==> config.mk <==
export PLATFORM = sky130hd
export DESIGN_NAME = sync_tile_buf
export DESIGN_NICKNAME = d
export VERILOG_FILES = /design/src/rtl/sync_pkg.sv /design/src/rtl/sync_tile_bank.sv /design/src/rtl/sync_tile_buf.sv
export SDC_FILE = /design/constraint.sdc
export NUM_CORES = 1
export LEC_CHECK = 0
export ABC_AREA = 1
export ABC_CLOCK_PERIOD_IN_PS = 5470
export BUFFER_PORTS_ARGS = -buffer_cell sky130_fd_sc_hd__buf_2
export CORE_MARGIN = 2
export CORE_UTILIZATION = 45
export CTS_CLUSTER_SIZE = 28
export DETAILED_ROUTE_END_ITERATION = 16
export PLACE_DENSITY_LB_ADDON = 0.05
export SKIP_CTS_REPAIR_TIMING = 1
export SLEW_MARGIN = 10
export SYNTH_ARGS = -nofsm -noshare
export SYNTH_HDL_FRONTEND = slang
export SYNTH_SLANG_ARGS = --single-unit
==> constraint.sdc <==
create_clock -name clk -period 5.47 [get_ports clk]
set_input_delay 0.8205 -clock clk [delete_from_list [all_inputs] [get_ports clk]]
set_output_delay 0.8205 -clock clk [all_outputs]
set_load 0.03 [all_outputs]
==> src/rtl/sync_pkg.sv <==
// Shared types, default sizes and index helper for the tile synchroniser.
package sync_pkg;

  localparam int unsigned SYNC_DATA_W = 16;
  localparam int unsigned SYNC_DIM    = 3;

  typedef enum logic [1:0] {
    IDLE,
    WARM,
    RUN
  } sync_state_t;

  // Linear tile index for (row, col), optionally transposed.
  function automatic int unsigned tr_idx(input int unsigned row,
                                         input int unsigned col,
                                         input logic        trans,
                                         input int unsigned dim);
    return trans ? (col * dim + row) : (row * dim + col);
  endfunction

endpackage

==> src/rtl/sync_tile_bank.sv <==
// One ping-pong bank: A/B element storage, write port, indexed combinational
// read and the per-tile B-transpose flag.
module sync_tile_bank
  import sync_pkg::*;
#(
  parameter int unsigned DATA_W = SYNC_DATA_W,
  parameter int unsigned DIM    = SYNC_DIM
) (
  input  logic                          clk,
  input  logic                          we_i,
  input  logic [$clog2(DIM*DIM)-1:0]    waddr_i,
  input  logic [DATA_W-1:0]             wa_i,
  input  logic [DATA_W-1:0]             wb_i,
  input  logic                          tflag_we_i,
  input  logic                          tflag_i,
  input  logic [$clog2(DIM)-1:0]        rrow_i,
  input  logic [$clog2(DIM)-1:0]        rcol_i,
  output logic [DATA_W-1:0]             rd_a_c,
  output logic [DATA_W-1:0]             rd_b_c
);

  localparam int unsigned N     = DIM * DIM;
  localparam int unsigned PTR_W = $clog2(N);

  logic [DATA_W-1:0] mem_a_q [N];
  logic [DATA_W-1:0] mem_b_q [N];
  logic              tflag_q;
  logic [PTR_W-1:0]  a_idx;
  logic [PTR_W-1:0]  b_idx;

  // Storage is intentionally not reset; full flags in the top qualify it.
  always_ff @(posedge clk) begin
    if (we_i) begin
      mem_a_q[waddr_i] <= wa_i;
      mem_b_q[waddr_i] <= wb_i;
    end
    if (tflag_we_i) begin
      tflag_q <= tflag_i;
    end
  end

  assign a_idx  = PTR_W'(tr_idx(32'(rrow_i), 32'(rcol_i), 1'b0, DIM));
  assign b_idx  = PTR_W'(tr_idx(32'(rrow_i), 32'(rcol_i), tflag_q, DIM));
  assign rd_a_c = mem_a_q[a_idx];
  assign rd_b_c = mem_b_q[b_idx];

endmodule

==> src/rtl/sync_tile_buf.sv <==
// Double-buffered DIM x DIM tile synchroniser: fills one bank while the other
// drains, replaying B straight or transposed per tile.
module sync_tile_buf
  import sync_pkg::*;
#(
  parameter int unsigned DATA_W = SYNC_DATA_W,
  parameter int unsigned DIM    = SYNC_DIM
) (
  input  logic              clk,
  input  logic              rst,
  input  logic              en,
  input  logic              wr,
  input  logic [DATA_W-1:0] din_a,
  input  logic [DATA_W-1:0] din_b,
  input  logic              trans_b,
  output logic              wr_rdy,
  input  logic              rd,
  output logic              rd_rdy,
  output logic [DATA_W-1:0] dout_a,
  output logic [DATA_W-1:0] dout_b,
  output logic              dout_vld,
  output logic              tile_last,
  output logic              rdy_sy
);

  localparam int unsigned N     = DIM * DIM;
  localparam int unsigned PTR_W = $clog2(N);
  localparam int unsigned RC_W  = $clog2(DIM);

  sync_state_t       state_q, state_d;
  logic [1:0]        full_q, full_d;
  logic              wbank_q, wbank_d;
  logic              rbank_q, rbank_d;
  logic [PTR_W-1:0]  wptr_q, wptr_d;
  logic [RC_W-1:0]   rrow_q, rrow_d;
  logic [RC_W-1:0]   rcol_q, rcol_d;
  logic              wr_rdy_q, wr_rdy_d;
  logic              rd_rdy_q, rd_rdy_d;
  logic              rdy_sy_q, rdy_sy_d;
  logic              dout_vld_q, dout_vld_d;
  logic              tile_last_q, tile_last_d;
  logic [DATA_W-1:0] dout_a_q, dout_a_d;
  logic [DATA_W-1:0] dout_b_q, dout_b_d;

  logic              wr_acc, rd_acc, rd_last;
  logic [1:0]        bank_we, bank_tflag_we;
  logic [DATA_W-1:0] bank_a [2];
  logic [DATA_W-1:0] bank_b [2];

  assign wr_acc  = wr && wr_rdy_q;
  assign rd_acc  = rd && rd_rdy_q;
  assign rd_last = (rrow_q == RC_W'(DIM - 1)) && (rcol_q == RC_W'(DIM - 1));

  for (genvar g = 0; g < 2; g++) begin : g_bank
    sync_tile_bank #(.DATA_W(DATA_W), .DIM(DIM)) u_bank (
      .clk       (clk),
      .we_i      (bank_we[g]),
      .waddr_i   (wptr_q),
      .wa_i      (din_a),
      .wb_i      (din_b),
      .tflag_we_i(bank_tflag_we[g]),
      .tflag_i   (trans_b),
      .rrow_i    (rrow_q),
      .rcol_i    (rcol_q),
      .rd_a_c    (bank_a[g]),
      .rd_b_c    (bank_b[g])
    );
  end

  // Control FSM next state; a partial tile keeps the block in RUN.
  always_comb begin
    state_d = state_q;
    case (state_q)
      IDLE:    if (en) state_d = WARM;
      WARM:    state_d = RUN;
      RUN:     if (!en && (full_q == 2'b00) && (wptr_q == '0)) state_d = IDLE;
      default: state_d = IDLE;
    endcase
  end

  // Fill/drain pointers, bank flags and registered outputs.
  always_comb begin
    full_d        = full_q;
    wbank_d       = wbank_q;
    rbank_d       = rbank_q;
    wptr_d        = wptr_q;
    rrow_d        = rrow_q;
    rcol_d        = rcol_q;
    bank_we       = '0;
    bank_tflag_we = '0;
    dout_a_d      = dout_a_q;
    dout_b_d      = dout_b_q;
    dout_vld_d    = rd_acc;
    tile_last_d   = rd_acc && rd_last;

    bank_we[wbank_q]       = wr_acc;
    bank_tflag_we[wbank_q] = wr_acc && (wptr_q == '0);

    if (wr_acc) begin
      if (wptr_q == PTR_W'(N - 1)) begin
        full_d[wbank_q] = 1'b1;
        wbank_d         = ~wbank_q;
        wptr_d          = '0;
      end else begin
        wptr_d = wptr_q + PTR_W'(1);
      end
    end

    if (rd_acc) begin
      dout_a_d = bank_a[rbank_q];
      dout_b_d = bank_b[rbank_q];
      if (rd_last) begin
        full_d[rbank_q] = 1'b0;
        rbank_d         = ~rbank_q;
        rrow_d          = '0;
        rcol_d          = '0;
      end else if (rcol_q == RC_W'(DIM - 1)) begin
        rcol_d = '0;
        rrow_d = rrow_q + RC_W'(1);
      end else begin
        rcol_d = rcol_q + RC_W'(1);
      end
    end

    // Ready flags reflect the post-edge state so they are visible one cycle on.
    rdy_sy_d = (state_d == RUN);
    wr_rdy_d = rdy_sy_d && en && !full_d[wbank_d];
    rd_rdy_d = rdy_sy_d && full_d[rbank_d];
  end

  always_ff @(posedge clk) begin
    if (rst) begin
      state_q     <= IDLE;
      full_q      <= '0;
      wbank_q     <= 1'b0;
      rbank_q     <= 1'b0;
      wptr_q      <= '0;
      rrow_q      <= '0;
      rcol_q      <= '0;
      wr_rdy_q    <= 1'b0;
      rd_rdy_q    <= 1'b0;
      rdy_sy_q    <= 1'b0;
      dout_vld_q  <= 1'b0;
      tile_last_q <= 1'b0;
      dout_a_q    <= '0;
      dout_b_q    <= '0;
    end else begin
      state_q     <= state_d;
      full_q      <= full_d;
      wbank_q     <= wbank_d;
      rbank_q     <= rbank_d;
      wptr_q      <= wptr_d;
      rrow_q      <= rrow_d;
      rcol_q      <= rcol_d;
      wr_rdy_q    <= wr_rdy_d;
      rd_rdy_q    <= rd_rdy_d;
      rdy_sy_q    <= rdy_sy_d;
      dout_vld_q  <= dout_vld_d;
      tile_last_q <= tile_last_d;
      dout_a_q    <= dout_a_d;
      dout_b_q    <= dout_b_d;
    end
  end

  assign wr_rdy    = wr_rdy_q;
  assign rd_rdy    = rd_rdy_q;
  assign rdy_sy    = rdy_sy_q;
  assign dout_vld  = dout_vld_q;
  assign tile_last = tile_last_q;
  assign dout_a    = dout_a_q;
  assign dout_b    = dout_b_q;

endmodule

==> flow_metrics.env <==
export IMPL_grtUsageMet1_pct=32.5
export IMPL_clk_latency_ns=0.61
export IMPL_io_pin_count=75
export IMPL_fmax_mhz=262
export IMPL_wl_per_cell_microns=22.1
export IMPL_cp_data_arrival_time_ns=4.26
export IMPL_fin_skew_ns=0.0203
export IMPL_hold_viol_final=0
export IMPL_hp_class="register to register"
export IMPL_grt_util_met2_pct=42.1
export IMPL_startpoint_type="register"
export IMPL_path_cells="fa_1 > ha_1 > inv_1 > fa_4 > buf_4 > nor2_1 > nand2_1 > nand3_1 > nand3_1 > nand2_1 > nand3_1 > a21oi_1"
export IMPL_wirelength_microns=73500
export IMPL_syn_inst=2445
export IMPL_cap_violations=0
export IMPL_period_share_pct=69.7
export IMPL_synth_edf_count=578
export IMPL_rsz0062_at_grt="false"
export IMPL_ys_warn_count=0
export IMPL_tns_ns=0
export IMPL_final_setup_worst_slack_ns=1.66
export IMPL_synthToLayoutAreaGrowth_pct=11.9
export IMPL_die_y_microns=247
export IMPL_period_needed_ns=3.81
export IMPL_status="completed"
export IMPL_buffer_ports_inserted=74
export IMPL_syn_avg_cell_area_sq_um=10.9
export IMPL_gr_total_overflow=0
export IMPL_synth_top_area_cell="edfxtp_1"
export IMPL_clock_sinks=629
export IMPL_maxSlewHeadroom_pct=16.9
export IMPL_postPlaceCellArea_sq_um=27500
export IMPL_core_sq_um=58700
export IMPL_cts_root_buf="clkbuf_16"
export IMPL_synth_most_common_cell="nand2_1"
export IMPL_drt_pass1_iterations=5
export IMPL_fin_nets=2556
export IMPL_fillers=5266
export IMPL_p_leak_nw=11.5
export IMPL_crit_path_max_incr_delay_ns=1.22
export IMPL_r2r_start="rcol_q[1]"
export IMPL_hpwl_microns=37400
export IMPL_grt_pass1_vias=16850
export IMPL_dpl_worst_slack_ns=1.63
export IMPL_grt_busiest_layer="met2"
export IMPL_ir_drop_v=0.000231
export IMPL_worst_slew_pin_slew_ns=1.24
export IMPL_via_per_inst=5.22
export IMPL_hp_start="state_q[0]"
export IMPL_die_area_sq_um=60900
export IMPL_crit_required_ns=5.92
export IMPL_synth_seq_cells=629
export IMPL_cts_buffer_depth=3
export IMPL_power_density_nw_per_um2=334
export IMPL_antenna_found_initial=2
export IMPL_cp_max_fo=55
export IMPL_grt_pass1_wl_microns=109000
export IMPL_globalplace_congestion=0.755
export IMPL_yosys_top_cells_count="nand2_1, edfxtp_1, nand3_1"
export IMPL_startpoint="rcol_q[1]"
export IMPL_vias=17378
export IMPL_slew_viol_final=0
export IMPL_timing_hold_ws_ns=0.450
export IMPL_fin_area_sq_um=29700
export IMPL_cts_buffers=70
export IMPL_htree_levels=3
export IMPL_grt_max_degree=165
export IMPL_drive_gt1_share_pct=10.2
export IMPL_drt_initial_drc_count=1277
export IMPL_rows=89
export IMPL_seq_area_frac_synth_pct=69.3
export IMPL_cts_clk_slew_worst_paths_ns=0.06
export IMPL_postRouteAntennaNets=0
export IMPL_synthFlopType="edfxtp_1"
export IMPL_async_flop_share_pct=0
export IMPL_yosysUniqueCellTypes=34
export IMPL_cpMostUsedCell="nand3_1"
export IMPL_initial_core_util_pct=45.2
export IMPL_synth_area_leaders="edfxtp_1, nand2_1, nand3_1, dfxtp_1, inv_1"
export IMPL_setup_viol=0
export IMPL_cp_slowest_cell="fa_4"
export IMPL_die_x_microns=247
export IMPL_syn_nets=2498
export IMPL_drcViolationCount=0
export IMPL_crit_type="register to register"
export IMPL_post_synth_instance_area_sq_um=26500
export IMPL_cts_tree="yes"
export IMPL_grt_met3_usage_pct=3.79
export IMPL_critPathCaptureType="register"
export IMPL_synth_top_area_share_pct=65.4
export IMPL_track_usage_pct=24.5
-- sequential cells by signal (all words and copies together) (netlist names), 2 cells and up --
signal                 count
rcol_q                     2
g_bank.u_bank.mem_b_q    288
wptr_q                     4
dout_b                    16
full_q                     2
state_q                    2
g_bank.u_bank.mem_a_q    288
dout_a                    16
g_bank.u_bank.tflag_q      2
rrow_q                     2
-- logic make-up after synthesis --
group / share of synthesized area, %
AND/OR/NAND/NOR: 21.5
buffers and inverters: 6.22
adder cells (fa/ha/maj): 0.821
XOR/XNOR: 0.0330
multiplexers: 0.0377
AO/OA/AOI/OAI: 2.15
flip-flops: 69.3
-- cell usage in the layout, fill, tap and decap left out, types with 3 or more instances in the layout --
master     synthesis  final
o21ai_2            3      3
bufinv_16          0      3
buf_4             18     39
dfxtp_1           51     50
fa_1               4      3
or2_2             17     17
or2_1             34     34
o21ai_1            6      6
nor2_1           192    175
nor2_4             0     17
o21ai_0           31     31
inv_6              0      3
clkbuf_16          0     74
clkinv_2           0     10
nand2_1          766    766
inv_1            201    199
o21ai_4            4      4
edfxtp_1         578    578
clkinv_1           2     18
inv_2              4      5
clkbuf_1          23     18
a21oi_1           54     54
clkbuf_8           0      4
or2_0             15     15
nand3_1          329    329
ha_1              11     10
buf_2             46     74
-- power breakdown --
part	switching (W)	internal [W]	leakage [nW]
clock	0.00188	0.00267	1.08
combinational	0.0000926	0.0000180	4.80
sequential	0.00000221	0.00525	5.61
-- path summary, 6_finish.rpt --
kind         cells past startpoint  slack (ns)         end
max                             12        1.66   dout_a[7]
min reg2reg                      1        0.45  state_q[0]
max reg2reg                     12        1.66   dout_a[7]
min                              1        0.45  state_q[0]
-- worst max-delay path: cells and delay by family (launching register included) --
kind | cells | cell delay (ns)
adder cells (fa/ha/maj) | 3 | 1.90
flip-flops | 1 | 0.36
AO/OA/AOI/OAI | 1 | 0.09
buffers and inverters | 2 | 0.72
AND/OR/NAND/NOR | 6 | 0.53
-- routing by layer --
metal | vias to the layer above | routed length, microns | part of all wire [%]
met5 | - | 23 | 0.031
met4 | 4 | 1680 | 2.3
met3 | 121 | 3670 | 5.0
met2 | 453 | 36300 | 49
met1 | 8553 | 31900 | 43
li1 | 8247 | - | -
-- cell type report --
| type | count | area (sq um) | share of cell area (%) |
|---|---|---|---|
| repair buffers | 115 | 703 | 2.37 |
| well taps | 773 | 967 | 3.26 |
| clock inverters | 31 | 229 | 0.771 |
| diodes | 1 | 2.50 | 0.00843 |
| multi-input cells | 1478 | 6650 | 22.4 |
| inverters | 209 | 793 | 2.67 |
| flip-flops and latches | 629 | 18400 | 61.9 |
| clock buffers | 96 | 1970 | 6.65 |
-- per-stage QoR --
| step | total power (W) | utilization, % | instances |
|---|---|---|---|
| detailed placement | 0.00546 | 46.8 | 3204 |
| global placement | 0.00546 | 46.8 | 3204 |
| global route | 0.0102 | 50.6 | 3331 |
| floorplan | 0.00538 | - | 2445 |
| finish | 0.00991 | 50.6 | 3332 |
| CTS | 0.0100 | 50.6 | 3331 |
Power figures use the tool's default switching activity.
